==> src/rtl/audio_send.sv <==
// I2S transmitter for the WM8978 DAC input. Everything runs on aud_bclk;
// the codec is the I2S master and supplies aud_bclk and aud_lrc.
//
// Ports:
//   aud_bclk     - codec bit clock, the only clock (rising edge)
//   rst          - asynchronous active-high reset
//   aud_lrc      - codec L/R clock, 0 = left, 1 = right
//   aud_dacdat   - serial data to the codec, MSB first, one bclk after the lrc edge
//   dac_left     - left sample, qualified by dac_valid
//   dac_right    - right sample, qualified by dac_valid
//   dac_valid    - user frame valid
//   dac_ready    - frame buffer not full
//   mute         - transmit zeros (sampled on lrc edges); the buffer still drains
//   tx_done      - one-cycle pulse when a frame is popped for transmission
//   underrun     - sticky, set when a pop finds the buffer empty
//   underrun_cnt - saturating count of underrun events
module audio_send #(
  parameter logic [5:0] WL = 6'd32
) (
  input  logic        aud_bclk,
  input  logic        rst,
  input  logic        aud_lrc,
  output logic        aud_dacdat,
  input  logic [31:0] dac_left,
  input  logic [31:0] dac_right,
  input  logic        dac_valid,
  output logic        dac_ready,
  input  logic        mute,
  output logic        tx_done,
  output logic        underrun,
  output logic [15:0] underrun_cnt
);

  localparam int unsigned WlInt = 32'(WL);

  logic        lrc_d0_q;
  logic [63:0] mem_q [2];  // {left, right}
  logic        wr_ptr_q, rd_ptr_q;
  logic [1:0]  count_q, count_d;
  logic        ready_q;
  logic [31:0] hold_l_q, hold_l_d;
  logic [31:0] hold_r_q, hold_r_d;
  logic [31:0] shift_q, shift_d;
  logic [5:0]  bit_cnt_q, bit_cnt_d;
  logic        dacdat_q, dacdat_d;
  logic        tx_done_q, tx_done_d;
  logic        underrun_q, underrun_d;
  logic [15:0] ucnt_q, ucnt_d;

  logic        lrc_edge, fall, empty, push, pop;
  logic [63:0] head;
  logic [31:0] load_val;

  assign lrc_edge = aud_lrc ^ lrc_d0_q;
  assign fall     = lrc_edge & ~aud_lrc;
  assign empty    = (count_q == 2'd0);
  assign push     = dac_valid & ready_q;
  // Pop sees only entries present before this cycle: no push-to-pop bypass.
  assign pop      = fall & ~empty;
  assign head     = mem_q[rd_ptr_q];

  always_comb begin
    count_d = count_q;
    if (push && !pop) begin
      count_d = count_q + 2'd1;
    end else if (!push && pop) begin
      count_d = count_q - 2'd1;
    end
  end

  always_comb begin
    hold_l_d   = hold_l_q;
    hold_r_d   = hold_r_q;
    tx_done_d  = 1'b0;
    underrun_d = underrun_q;
    ucnt_d     = ucnt_q;
    if (fall) begin
      if (!empty) begin
        hold_l_d  = head[63:32];
        hold_r_d  = head[31:0];
        tx_done_d = 1'b1;
      end else begin
        hold_l_d   = '0;
        hold_r_d   = '0;
        underrun_d = 1'b1;
        if (ucnt_q != 16'hFFFF) begin
          ucnt_d = ucnt_q + 16'd1;
        end
      end
    end
  end

  // Serialiser: the edge cycle loads the word and drives its MSB; the shift
  // register then presents each lower bit at position WL-2.
  always_comb begin
    load_val  = fall ? hold_l_d : hold_r_q;
    if (mute) begin
      load_val = '0;
    end
    shift_d   = shift_q;
    bit_cnt_d = bit_cnt_q;
    dacdat_d  = 1'b0;
    if (lrc_edge) begin
      shift_d   = load_val;
      dacdat_d  = load_val[WlInt-1];
      bit_cnt_d = 6'd1;
    end else if (bit_cnt_q < WL) begin
      dacdat_d  = shift_q[WlInt-2];
      shift_d   = shift_q << 1;
      bit_cnt_d = bit_cnt_q + 6'd1;
    end
  end

  always_ff @(posedge aud_bclk or posedge rst) begin
    if (rst) begin
      lrc_d0_q   <= 1'b0;
      mem_q[0]   <= '0;
      mem_q[1]   <= '0;
      wr_ptr_q   <= 1'b0;
      rd_ptr_q   <= 1'b0;
      count_q    <= 2'd0;
      ready_q    <= 1'b1;
      hold_l_q   <= '0;
      hold_r_q   <= '0;
      shift_q    <= '0;
      bit_cnt_q  <= WL;
      dacdat_q   <= 1'b0;
      tx_done_q  <= 1'b0;
      underrun_q <= 1'b0;
      ucnt_q     <= '0;
    end else begin
      lrc_d0_q <= aud_lrc;
      if (push) begin
        mem_q[wr_ptr_q] <= {dac_left, dac_right};
        wr_ptr_q        <= ~wr_ptr_q;
      end
      if (pop) begin
        rd_ptr_q <= ~rd_ptr_q;
      end
      count_q    <= count_d;
      ready_q    <= (count_d != 2'd2);
      hold_l_q   <= hold_l_d;
      hold_r_q   <= hold_r_d;
      shift_q    <= shift_d;
      bit_cnt_q  <= bit_cnt_d;
      dacdat_q   <= dacdat_d;
      tx_done_q  <= tx_done_d;
      underrun_q <= underrun_d;
      ucnt_q     <= ucnt_d;
    end
  end

  assign aud_dacdat   = dacdat_q;
  assign dac_ready    = ready_q;
  assign tx_done      = tx_done_q;
  assign underrun     = underrun_q;
  assign underrun_cnt = ucnt_q;

endmodule

==> config.mk <==
export PLATFORM = sky130hd
export DESIGN_NAME = audio_send
export DESIGN_NICKNAME = d
export VERILOG_FILES = /design/src/rtl/audio_send.sv
export SDC_FILE = /design/constraint.sdc
export NUM_CORES = 1
export LEC_CHECK = 0
export ABC_AREA = 1
export BUFFER_PORTS_ARGS = -buffer_cell sky130_fd_sc_hd__buf_4
export CAP_MARGIN = 30
export CORE_MARGIN = 8
export CORE_UTILIZATION = 59
export DETAILED_ROUTE_END_ITERATION = 16
export PLACE_DENSITY = 0.79
export SETUP_SLACK_MARGIN = 0.02
export SLEW_MARGIN = 20
export SYNTH_ARGS = -nofsm -noshare
export SYNTH_HDL_FRONTEND = slang
export SYNTH_SLANG_ARGS = --single-unit
==> constraint.sdc <==
create_clock -name aud_bclk -period 9.6 [get_ports aud_bclk]
set_clock_uncertainty 0.15 [all_clocks]
set_input_delay 0.96 -clock aud_bclk [delete_from_list [all_inputs] [get_ports aud_bclk]]
set_output_delay 0.96 -clock aud_bclk [all_outputs]
set_load 0.05 [all_outputs]
=== After elaboration in Yosys (flattened, before gate mapping) ===
Cells that the tools add are included.

* Register bits after elaboration: 254
* Bits in writable memories: 0
* Bits in read-only memories: 0
* Logic and storage cells: 65
* Memories: 0
* Latch bits: 0

* Multiplexer cells: 21
* Reduce and logical (&&, ||, !) cells: 9
* Div/mod/pow operators: 0
* Equal/unequal tests: 2
* $mul: 0
* Bitwise operators: 10
* $lt $le $gt $ge: 4
* Shift operators: 0
* Add/subtract/negate cells: 4

{| class="wikitable"
|+ Operators with widths
! cell !! number
|-
| $mux 64 || 4
|-
| $mux 32 || 5
|-
| $bwmux 128 || 1
|-
| $demux 64 s1 || 1
|-
| $mux 31 || 2
|-
| $add 16x1->16 const B || 1
|-
| $ne 16x16->1 const B || 1
|-
| $mux 6 || 2
|-
| $add 6x1->6 const B || 1
|-
| $lt 6x6->1 const B || 1
|-
| $ge 2x2->1 const B || 2
|-
| $mux 1 || 4
|-
| $mux 2 || 2
|-
| $not 1->1 || 4
|-
| $not 1->2 || 2
|-
| $and 1x1->1 || 3
|-
| $logic_and 1x1->1 || 3
|-
| $reduce_and 3->1 || 1
|-
| $add 2x1->2 const B || 1
|-
| $logic_not 1->1 || 2
|-
| $logic_not 2->1 || 1
|-
| $lt 2x1->1 const B || 1
|-
| $ne 2x2->1 const B || 1
|-
| $reduce_and 2->1 || 1
|-
| other kinds (3) || 3
|}

=== Longest topological paths before layout ===
* Word-level depth: 9
* Depth in mapped cells: 11
* Depth with buffers taken out: 10

=== Worst setup path after synthesis ===
OpenSTA, ideal clock, no wires.

* Kind: input to register
* Start point: in aud_lrc
* End point: reg shift_q[12]
* Setup slack: 7.306 ns
* Stages: 7
* Arrival: 2.067 ns
* Required time: 9.373 ns
* Buffers on the path: 2
* Cell sequence: inv_1 > ha_1 > buf_2 > nor2_1 > clkbuf_1 > nand2_1 > a21oi_1

* Cells in the longest elaborated chain, start to end: 6
* Elaborated cells between the ends (all ways): 8
* Those cells by class: mux (4); bitwise (3); reduce/logical (1)

{| class="wikitable"
|+ RTL lines
! what !! line !! RTL
|-
| start, declared || 22 || <nowiki>input logic aud_lrc,</nowiki>
|-
| $xor 1x1->1 / $not 1->1 (equally long branches) || 54, 55 ||
|-
| $and 1x1->1 || 55 || <nowiki>assign fall = lrc_edge & ~aud_lrc;</nowiki>
|-
| $mux 32 || 77 || <nowiki>if (fall) begin</nowiki>
|-
| $mux 32 || 96 || <nowiki>load_val = fall ? hold_l_d : hold_r_q;</nowiki>
|-
| $mux 32 || 97 || <nowiki>if (mute) begin</nowiki>
|-
| $mux 31 || 103 || <nowiki>if (lrc_edge) begin</nowiki>
|-
| end signal, assigned || 144 || <nowiki>shift_q <= shift_d;</nowiki>
|-
| end, declared || 43 || <nowiki>logic [31:0] shift_q, shift_d;</nowiki>
|}

Parallel ways exist; a longest one is shown, timed or not.
A chain may end at the register's enable or synchronous reset.

=== Worst setup path in the final report ===
* Start point: in aud_lrc
* End point: reg shift_q[30]

Same word-level chain as after synthesis.

==> impl_metrics.yaml <==
logic_synthesis:
  ys_types: 32
  ys_async_sr_fraction_pct: 100
  synth_edf_count: 0
  syn-instance-count: 1238
  synth.largest_area_cell: "dfrtp_1"
  syn-num-nets: 1311
  synth_flop_cell: "dfrtp_1"
  syn_area_per_cell_um2: 8.15
  synth_most_common_cell: "nand2_1"
  yosysTopAreaCellShare_pct: 54.6
  yosysWarnings: 0
  yosys-top-cells-area: "dfrtp_1 (55%), nand2_1 (12%), o21ai_0 (10%)"
  synth_commonest_cells: "nand2_1 (331), dfrtp_1 (220), o21ai_0 (203)"
  ys_seq_area_share_pct: 55.1
  syn_area_mm2: 0.0101
  synth_seq_cells: 222
detailed_routing:
  first_pass_iters: 5
  wl_um: 24000
  vias: 8275
  drc: 0
  drtAntennaViolNets: 0
  vias_per_cell: 5.39
  drtIter0Drc: 715
  wl_per_cell_um: 15.6
critical_path:
  cp-start-kind: "input port"
  critPathRequiredTime_ns: 9.86
  critPathKind: "input port to flip-flop"
  arrival_ns: 3.17
  cp_max_fo: 67
  endpoint_kind: "flip-flop"
  rrSetupSlack_ns: 6.96
die:
  die_area_mm2: 0.0215
  dieHeight_um: 147
  ios: 89
  rows: 48
  die_w_um: 147
  start_util_pct: 59.3
  core_mm2: 0.0170
run_status:
  status: "complete, no violations"
global_route:
  grt-ovfl-total: 0
  grt_max_degree: 111
  grt_usage_pct: 22.0
  grt_pass1_vias: 8186
  antenna_found_initial: 0
  grt_pass1_wl_um: 39900
cts:
  clk_pin_slew_ns: 0.06
  cts_buffers: 24
  clk_path_buf_depth: 3
  cts_hold_buf: 0
  cts_resized: 0
  cts_setup_buffers: 0
  htreeDepth: 1
  cts_tree: "built"
  insertion_delay_ns: 0.51
  cts_root_buffer: "clkbuf_16"
  numClockSinks: 222
placement:
  gp_congestion: 0.803
  hpwl_um: 14700
  io_buffers: 88
  dp.cells: 1489
timing:
  fin_tns_setup_ns: 0
  setup_viol: 0
  worst_slew_pin_slew_ns: 0.843
  max_slew_margin_pct: 43.8
  finalHoldViolCount: 0
  fmax_mhz: 344
  drv_slew: 0
  finalCriticalPeriod_ns: 2.91
  timing.final.crit_share_pct: 30.3
  rsz0062_at_grt: "no"
pwr:
  p_leak_nw: 5.92
  p_per_area_mw_per_mm2: 309
  ir_drop_uv: 177
  power.total_mw: 3.63
layout:
  area.growth.synth_to_final_pct: 16.3
  layout-drive-gt1-share_pct: 14.0
  fin_nets: 1366
  antenna_cells: 0
  final_cells: 1536
flow_run:
  cap_viol_max_count: 0
hold_path:
  min_path_type: "input port to asynchronous set/reset pin"
cells by family after synthesis:
logic type      count (synthesis)  share of synthesized area [%]
compound gates                290                           15.2
xor+xnor                        6                          0.521
fa+ha+maj                       4                          0.496
buf+inv                       212                           8.65
flops                         222                           55.1
simple gates                  504                           20.0
stage by stage:
stage	setup WS [ns]	hold WS, ns	area (um2)	utilization, %
2_1_floorplan	2.42	0.294	10100	-
3_3_place_gp	6.04	0.309	10800	63.3
3_5_place_dp	6.09	0.314	10800	63.6
4_1_cts	6.59	0.286	11700	68.7
5_1_grt	6.51	0.303	11700	69.0
6_report	6.69	0.281	11700	69.0
path summary, 6_finish.rpt:
kind	start	to	depth (start not counted)
min in group aud_bclk	shift_q[0]	shift_q[0]	2
worst max register to register	lrc_d0_q	shift_q[30]	8
worst min-delay path	rst	mem_q[50]	2
max in group asynchronous	rst	hold_r_q[21]	4
worst min register to register	shift_q[0]	shift_q[0]	2
worst max-delay path	aud_lrc	shift_q[30]	10
final cells by class:
| type | instances | area, um2 |
|---|---|---|
| Clock inverter | 11 | 183 |
| Multi-Input combinational cell | 804 | 3670 |
| Fill cell | 1287 | 5270 |
| Tap cell | 225 | 282 |
| Sequential cell | 222 | 5560 |
| Clock buffer | 33 | 686 |
| Inverter | 141 | 537 |
| Timing Repair Buffer | 100 | 815 |
worst max-delay path, stage by stage:
cell	delay, ns
buf_4	0.11
inv_1	0.05
ha_2	0.15
buf_4	0.57
nand2_2	0.54
nor2_1	0.21
nand2_1	0.07
o21ai_0	0.17
nand2_1	0.14
a21oi_1	0.17
registers in the layout, indices dropped and copies added, names as in the netlist:
register and cells:
mem_q 128, hold_r_q 32, shift_q 31, underrun_cnt 16, bit_cnt_q 6, count_q 2, aud_dacdat 1, dac_ready 1
lrc_d0_q 1, rd_ptr_q 1, tx_done 1, underrun 1, wr_ptr_q 1
per-layer routing:
layer	track usage, %	vias to the layer above	routed length [um]
li1	-	4026	-
met1	29.6	3969	10500
met2	36.6	247	11800
met4	5.92	0	364
met3	3.23	33	1280
met5	0	-	0
report_power, final:
part           leakage [nW]  internal, mW  switching (mW)
registers              2.81          1.32           0.212
clock network         0.426         0.633           0.368
logic                  2.69         0.383           0.712
total                  5.92          2.33            1.29
placed cells by master, fill, tap and decap left out, types with 3 or more instances in the layout:
master,count
dfrtp_1,219
clkbuf_16,25
buf_4,95
inv_1,137
clkbuf_8,3
o21ai_2,8
o21ai_1,20
nand3_1,21
a21oi_1,24
clkinv_2,5
clkbuf_1,5
xor2_1,4
nand4_1,4
nand2_1,330
or2_2,18
nand2_2,3
nor2_1,116
nor2_4,3
o21ai_0,203
bufinv_16,5
ha_1,3
o22ai_1,32
Power figures use the tool's default switching activity.
